--- src/rtl/counter_bank.sv ---
`default_nettype none
// ============================================================================
// Module      : counter_bank
// Description : Bank of NUM_CH independent up/down counters sharing one clock.
//               Each channel adds a valid-qualified increment and subtracts a
//               valid-qualified decrement in the same cycle. An optional reinit
//               replaces the current count as the base for that cycle. Each
//               channel either wraps modulo MAX_VALUE+1 or saturates to
//               [0, MAX_VALUE]. Sticky overflow/underflow flags are kept per
//               channel and can be cleared.
// Revision    : 1.0 - initial release
// ----------------------------------------------------------------------------
// Ports
//   clk            in   1               clock, rising edge
//   rst_n          in   1               asynchronous active-low reset
//   sat_mode       in   NUM_CH          1 = saturate, 0 = wrap modulo MAX_VALUE+1
//   reinit         in   NUM_CH          use initial_value as base this cycle
//   initial_value  in   NUM_CH*WIDTH    reinit base, ch i at [i*WIDTH +: WIDTH]
//   incr_valid     in   NUM_CH          qualifies incr
//   incr           in   NUM_CH*STEP_W   unsigned increment, ch i at [i*STEP_W +: STEP_W]
//   decr_valid     in   NUM_CH          qualifies decr
//   decr           in   NUM_CH*STEP_W   unsigned decrement
//   clr_flags      in   NUM_CH          clears the sticky flags of a channel
//   value          out  NUM_CH*WIDTH    registered count
//   value_next     out  NUM_CH*WIDTH    count that value takes at the next edge
//   at_zero        out  NUM_CH          value == 0
//   at_max         out  NUM_CH          value == MAX_VALUE
//   ovf_sticky     out  NUM_CH          an enabled update exceeded MAX_VALUE
//   udf_sticky     out  NUM_CH          an enabled update went below zero
// ============================================================================
module counter_bank #(
    parameter int NUM_CH      = 4,
    parameter int WIDTH       = 8,
    parameter int STEP_W      = 2,
    parameter int MAX_VALUE   = (2 ** WIDTH) - 1,
    parameter int RESET_VALUE = 0
) (
    input  logic                     clk,
    input  logic                     rst_n,
    input  logic [NUM_CH-1:0]        sat_mode,
    input  logic [NUM_CH-1:0]        reinit,
    input  logic [NUM_CH*WIDTH-1:0]  initial_value,
    input  logic [NUM_CH-1:0]        incr_valid,
    input  logic [NUM_CH*STEP_W-1:0] incr,
    input  logic [NUM_CH-1:0]        decr_valid,
    input  logic [NUM_CH*STEP_W-1:0] decr,
    input  logic [NUM_CH-1:0]        clr_flags,
    output logic [NUM_CH*WIDTH-1:0]  value,
    output logic [NUM_CH*WIDTH-1:0]  value_next,
    output logic [NUM_CH-1:0]        at_zero,
    output logic [NUM_CH-1:0]        at_max,
    output logic [NUM_CH-1:0]        ovf_sticky,
    output logic [NUM_CH-1:0]        udf_sticky
);

    // Two guard bits above WIDTH: one holds the carry of base + inc, the
    // other is the sign so that base - dec below zero is representable.
    localparam int c_raw_w = WIDTH + 2;

    localparam logic [WIDTH-1:0]          c_max_w   = WIDTH'(MAX_VALUE);
    localparam logic [WIDTH-1:0]          c_reset_w = WIDTH'(RESET_VALUE);
    localparam logic signed [c_raw_w-1:0] c_max_raw = c_raw_w'(MAX_VALUE);
    localparam logic signed [c_raw_w-1:0] c_mod_raw = c_raw_w'(MAX_VALUE + 1);
    localparam logic [c_raw_w-STEP_W-1:0] c_step_pad = '0;

    for (genvar i = 0; i < NUM_CH; i++) begin : g_ch
        logic [WIDTH-1:0]          w_base;
        logic [STEP_W-1:0]         w_inc;
        logic [STEP_W-1:0]         w_dec;
        logic signed [c_raw_w-1:0] w_raw;
        logic signed [c_raw_w-1:0] w_sel;
        logic                      w_ovf;
        logic                      w_udf;
        logic                      w_en;
        logic [WIDTH-1:0]          w_next;
        logic                      w_unused_hi;
        logic [WIDTH-1:0]          r_value;
        logic                      r_ovf;
        logic                      r_udf;

        assign w_en   = reinit[i] | incr_valid[i] | decr_valid[i];
        assign w_base = reinit[i] ? initial_value[i*WIDTH +: WIDTH] : r_value;
        assign w_inc  = incr_valid[i] ? incr[i*STEP_W +: STEP_W] : '0;
        assign w_dec  = decr_valid[i] ? decr[i*STEP_W +: STEP_W] : '0;

        // All operands are zero-extended into the signed raw width, so the
        // sum cannot overflow the raw width for any legal parameter set.
        assign w_raw = $signed({2'b00, w_base})
                     + $signed({c_step_pad, w_inc})
                     - $signed({c_step_pad, w_dec});

        // Underflow and overflow are mutually exclusive: a negative raw
        // value can never exceed MAX_VALUE.
        assign w_udf = w_raw[c_raw_w-1];
        assign w_ovf = (w_raw > c_max_raw);

        // Wrap mode applies a single modulus correction; the step width is
        // assumed small enough that one correction always lands in range.
        always_comb begin
            w_sel = w_raw;
            if (w_ovf) begin
                w_sel = sat_mode[i] ? c_max_raw : (w_raw - c_mod_raw);
            end else if (w_udf) begin
                w_sel = sat_mode[i] ? '0 : (w_raw + c_mod_raw);
            end
        end

        assign w_next      = w_en ? w_sel[WIDTH-1:0] : r_value;
        assign w_unused_hi = &{1'b0, w_sel[c_raw_w-1:WIDTH]};

        always_ff @(posedge clk or negedge rst_n) begin
            if (!rst_n) begin
                r_value <= c_reset_w;
            end else if (w_en) begin
                r_value <= w_next;
            end
        end

        // A new event in the same cycle takes priority over a clear so that
        // no overflow/underflow is ever lost.
        always_ff @(posedge clk or negedge rst_n) begin
            if (!rst_n) begin
                r_ovf <= 1'b0;
                r_udf <= 1'b0;
            end else begin
                if (w_en && w_ovf) begin
                    r_ovf <= 1'b1;
                end else if (clr_flags[i]) begin
                    r_ovf <= 1'b0;
                end
                if (w_en && w_udf) begin
                    r_udf <= 1'b1;
                end else if (clr_flags[i]) begin
                    r_udf <= 1'b0;
                end
            end
        end

        assign value[i*WIDTH +: WIDTH]      = r_value;
        assign value_next[i*WIDTH +: WIDTH] = w_next;
        assign at_zero[i]                   = (r_value == '0);
        assign at_max[i]                    = (r_value == c_max_w);
        assign ovf_sticky[i]                = r_ovf;
        assign udf_sticky[i]                = r_udf;
    end : g_ch

endmodule : counter_bank
`default_nettype wire

--- config.mk ---
export PLATFORM = sky130hd
export DESIGN_NAME = counter_bank
export DESIGN_NICKNAME = d
export VERILOG_FILES = /design/src/rtl/counter_bank.sv
export SDC_FILE = /design/constraint.sdc
export NUM_CORES = 1
export LEC_CHECK = 0
export BUFFER_PORTS_ARGS = -buffer_cell sky130_fd_sc_hd__buf_2
export CORE_MARGIN = 2
export CORE_UTILIZATION = 32
export DETAILED_ROUTE_END_ITERATION = 12
export PLACE_DENSITY = 0.54
export SYNTH_ARGS = -nofsm -noshare
export SYNTH_HDL_FRONTEND = slang
export SYNTH_SLANG_ARGS = --single-unit
export TNS_END_PERCENT = 50
--- constraint.sdc ---
create_clock -name clk -period 5.4 [get_ports clk]
set_clock_uncertainty 0.2 [all_clocks]
set_input_delay 0.81 -clock clk [delete_from_list [all_inputs] [get_ports clk]]
set_output_delay 0.81 -clock clk [all_outputs]
set_load 0.01 [all_outputs]
# Word-level counts from Yosys, hierarchy flattened
# Index checks and enable logic that the tools add are counted.
totals:
  reg_bits: 40
  input_bits: 70
  word_cells: 108
classes:
  bitwise: 8
  n_eq_ne: 4
  magnitude_cmp: 4
  addsub: 16
  reduce_logical: 20
  n_mux: 44
ops:
  columns: ["cell", "n"]
  rows:
  - ["$mux W8", 24]
  - ["$gt A10 B9 Y1 const B", 4]
  - ["$sub A9 B2 Y10", 4]
  - ["$add A8 B2 Y9", 4]
  - ["$add A8 B1 Y8 const B", 4]
  - ["$eq A8 B8 Y1 const B", 4]
  - ["$logic_not A8 Y1", 4]
  - ["$sub A8 B1 Y8 const B", 4]
  - ["$mux W2", 8]
  - ["$reduce_bool A2 Y1", 8]
  - ["$mux W1", 12]
  - ["$logic_and A1 B1 Y1", 8]
  - ["$or A1 B1 Y1", 8]

# Logic depth before layout (Yosys ltp)
logic_depth:
  depth_word: 8
  ltp_mapped: 12

# Worst setup path after synthesis
# Ideal clock, no wire load.
synth_path:
  path_kind: "in2out"
  from: "in reinit[0]"
  to: "out value_next[0]"
  required_ps: 4390
  setup_slack_ps: 856
  arrival_ps: 3534
  path_stages: 12
  cell_sequence: "buf_6 -> mux2i_1 -> fa_1 -> inv_1 -> fa_1 -> a211oi_2 -> o31ai_4 -> and4b_1 -> or3_1 -> buf_6 -> buf_8 -> o221a_1"
synth_via:
  elab_chain_len: 8
synth_rtl:
  columns: ["item", "line", "text"]
  rows:
  - ["start, declared", "41", "input logic [NUM_CH-1:0] reinit,"]
  - ["$mux W8", "82", "assign w_base = reinit[i] ? initial_value[i*WIDTH +: WIDTH] : r_value;"]
  - ["$add A8 B2 Y9", "89", "+ $signed({c_step_pad, w_inc})"]
  - ["$sub A9 B2 Y10", "90", "- $signed({c_step_pad, w_dec});"]
  - ["$add A8 B1 Y8", "104", "w_sel = sat_mode[i] ? '0 : (w_raw + c_mod_raw);"]
  - ["$mux W8", "104", null]
  - ["$mux W8", "103", "end else if (w_udf) begin"]
  - ["$mux W8", "101", "if (w_ovf) begin"]
  - ["$mux W8 (*)", "108", "assign w_next = w_en ? w_sel[WIDTH-1:0] : r_value;"]
  - ["end, declared", "49", "output logic [NUM_CH*WIDTH-1:0] value_next,"]
# Every way passes the cells marked *; elsewhere a longest branch is shown, timed or not.

# Worst setup path in the final report
# Same ends and word-level chain as after synthesis.

==> results_dict.tcl <==
set metrics [dict create \
    grt_use_met2 0.292 \
    yosysSeqAreaShare 0.225 \
    drcViolationCount 0 \
    final_cell_mix "buf_2 (149), inv_1 (48), ha_1 (40), dfrtp_1 (40), a211oi_1 (33)" \
    post_drt_wl_per_cell_um 15.3 \
    cts_made_buffers 5 \
    hold_path_class "flop to flop" \
    cts_tree "yes" \
    irDropWorstVdd_v 0.000298 \
    rows 43 \
    timing.rr.end "g_ch[0].r_value[2]" \
    synth-main-ff-cell "dfrtp_1" \
    cp-end-kind "output pin" \
    synth_edf_count 0 \
    p_sw_frac 0.489 \
    met3_usage 0.0286 \
    cts.sinks 40 \
    die_h_um 122 \
    intPower_w 0.00172 \
    crit_required_ns 4.39 \
    start_util 0.325 \
    crit_type "input port to output pin" \
    worst_slack_ns 0.417 \
    layout-drive-gt1-share 0.289 \
    clock_power_share 0.084 \
    synth.distinct_cells 63 \
    setup_viol 0 \
    htree_num_levels 2 \
    worst-path-max-fanout 16 \
    die_w_um 122 \
    antenna_found_initial 0 \
    grt_pass1_vias 4157 \
    place.gp.congestion 0.790 \
    grtUsageTotal 0.164 \
    finalCritPeriodShare 0.923 \
    holdPathEnd "g_ch[1].r_udf" \
    via_per_inst 5.26 \
    syn_avg_cell_area_um2 9.04 \
    synth_seq_cells 40 \
    drt_iter0_markers 178 \
    syn_inst 493 \
    async_reset_ff_frac 1.00 \
    rsz0062_at_grt "no" \
    cts.reportedPaths.clkPinSlew_ns 0.06 \
    grt_pass1_wl_um 19800 \
    fin_setup_tns_ns 0 \
    synth_area_um2 4460 \
    post-route-util 0.396 \
    core_area_um2 13700 \
    max_freq_mhz 201 \
    worstPathArrival_ns 3.97 \
    worstMarginPinSlew_ns 1.16 \
    num_antenna_cells 0 \
    max_stage_delay_ns 0.55 \
    cp_cell_sequence "buf_2, mux2i_1, fa_1, inv_1, fa_1, a211oi_2, o31ai_4, and4b_1, or3_1, o221a_1, buf_2" \
    reg2reg_slack_ns 1.90 \
    n_fill_cell 1422 \
    busiest_layer "met2" \
    io_pins 150 \
    use_met1 0.210 \
    period_minus_slack_ns 4.98 \
    cts-root-buf "clkbuf_16" \
    dr.pass1.iters 4 \
    dp.final_hpwl_um 10100 \
    nets 747 \
    crit_slowest_cell "or3_1" \
    timing.rr.start "g_ch[0].r_value[1]" \
    ff2ff_path_depth 9 \
    layout_commonest_cell "buf_2" \
    maxSlewViolCount 0 \
    overflow 0 \
    cts_setup_buffers 0 \
    syn_nets 611 \
    p_total_w 0.00336 \
    hold_start "g_ch[1].r_udf" \
    pwr-share-comb 0.723 \
    clock_path_buffers 2 \
    cp_num_buf_inv 3 \
    routed-via-count 4245 \
    crit_family "adder cells" \
    p_per_area_nw_per_um2 619 \
    slew_headroom 0.223 \
    grt_max_degree 41 \
    outcome "finished, final reports clean" \
    io_buffers 149 \
    p_switching_w 0.00164 \
    drv_cap 0 \
    dp_slack_ns 0.426 \
    cts_resized 0 \
    ys_warn_count 0 \
    power_frac_seq 0.192 \
    antenna_left 0 \
    wirelength_um 12400 \
    hold_viol_final 0 \
    worstHoldPathCells 1 \
    syn2layout_area_growth_pct 21.8 \
    clk_latency_ns 0.29 \
    die-area_um2 14900 \
    p_leak_nw 2.51 \
    worstSetupStartpointType "input port" \
    postCtsHoldBufs 0 \
]
==> through the flow <==
| stage | cells | hold WS (ns) | area (µm²) |
|---|---|---|---|
| 2_1_floorplan | 493 | 0.256 | 4460 |
| 3_3_place_gp | 802 | 0.283 | 5300 |
| 3_5_place_dp | 802 | 0.281 | 5300 |
| 4_1_cts | 807 | 0.307 | 5430 |
| 5_1_grt | 807 | 0.319 | 5430 |
| 6_report | 807 | 0.299 | 5430 |
==> cell usage after synthesis (3+ instances only) <==
cell type  number  area share
nor3_1         15       0.017
or3_1           6      0.0084
and2_1         11       0.015
buf_6           4       0.010
xor2_1         11       0.022
a211oi_1       33       0.056
xnor2_1        13       0.026
mux2_2          5       0.013
a31oi_1         3      0.0042
a21oi_1        22       0.025
ha_1           40        0.11
fa_1            8       0.036
o221a_1        32       0.081
or4_1           8       0.013
nor4_1          4      0.0056
nand3_1        13       0.015
buf_2           5      0.0056
nand4_1        11       0.015
o21ai_0         8      0.0090
mux2i_1        25       0.056
dfrtp_1        40        0.22
and4_1          4      0.0079
a21o_1          6       0.010
buf_4          10       0.017
inv_1          48       0.040
nand2_1        18       0.015
clkbuf_1        8      0.0067
o21bai_1        4      0.0067
nor2_1         32       0.027
nor2b_1         3      0.0042
==> layout make-up <==
| type | count | area (µm²) | share of cell area |
|---|---|---|---|
| Clock buffer | 5 | 125 | 0.0231 |
| Inverter | 50 | 188 | 0.0346 |
| Multi-Input combinational cell | 374 | 3080 | 0.567 |
| Sequential cell | 40 | 1000 | 0.184 |
| Tap cell | 180 | 225 | 0.0415 |
| Timing Repair Buffer | 158 | 813 | 0.150 |
==> worst max-delay path by stage <==
| stage | slack, ns | to | cells past startpoint | from |
|---|---|---|---|---|
| CTS | 0.42 | value_next[0] | 11 | reinit[0] |
| global placement | 0.45 | value_next[20] | 12 | reinit[2] |
| finish | 0.42 | value_next[0] | 11 | reinit[0] |
| floorplan | 0.86 | value_next[0] | 12 | reinit[0] |
| detailed placement | 0.43 | value_next[0] | 11 | reinit[0] |
| global route | 0.26 | value_next[28] | 11 | decr_valid[3] |
==> cell families (layout without fill, tap and decap cells) <==
| family | Yosys count | count (layout) | synth area share |
|---|---|---|---|
| buffers and inverters | 79 | 213 | 0.0856 |
| DFF | 40 | 40 | 0.225 |
| and+or+nand+nor | 135 | 135 | 0.166 |
| muxes | 32 | 32 | 0.0772 |
| xor gates and xnor gates | 24 | 24 | 0.0472 |
| AOI/OAI and AO/OA | 135 | 135 | 0.252 |
| adders and majority gates | 48 | 48 | 0.148 |
==> worst register-to-register path, delay by kind of cell, from the launching register on <==
kind                       cells  cell delay, ns
buffers and inverters          1            0.07
DFF                            1            0.44
muxes                          1            0.13
and+or+nand+nor                2            0.76
adders and majority gates      2            0.99
AOI/OAI and AO/OA              3            0.79
==> power groups by stage <==
stage	clock [W]	combinational [W]	sequential, W
global placement	0	0.00241	0.000643
global route	0.000298	0.00270	0.000672
CTS	0.000292	0.00244	0.000645
floorplan	0	0.00170	0.000658
detailed placement	0	0.00242	0.000648
finish	0.000283	0.00243	0.000645
==> sequential cells by signal, indices dropped and copies added (netlist names) <==
name	count
g_ch.r_udf	4
g_ch.r_ovf	4
g_ch.r_value	32
==> per-layer routing <==
layer / wire length [µm] / vias to the layer above
li1: - / 2126
met4: 59 / 0
met2: 6000 / 105
met3: 621 / 6
met5: 0 / -
met1: 5680 / 2008
No activity file was read; power rests on OpenSTA's default activity.
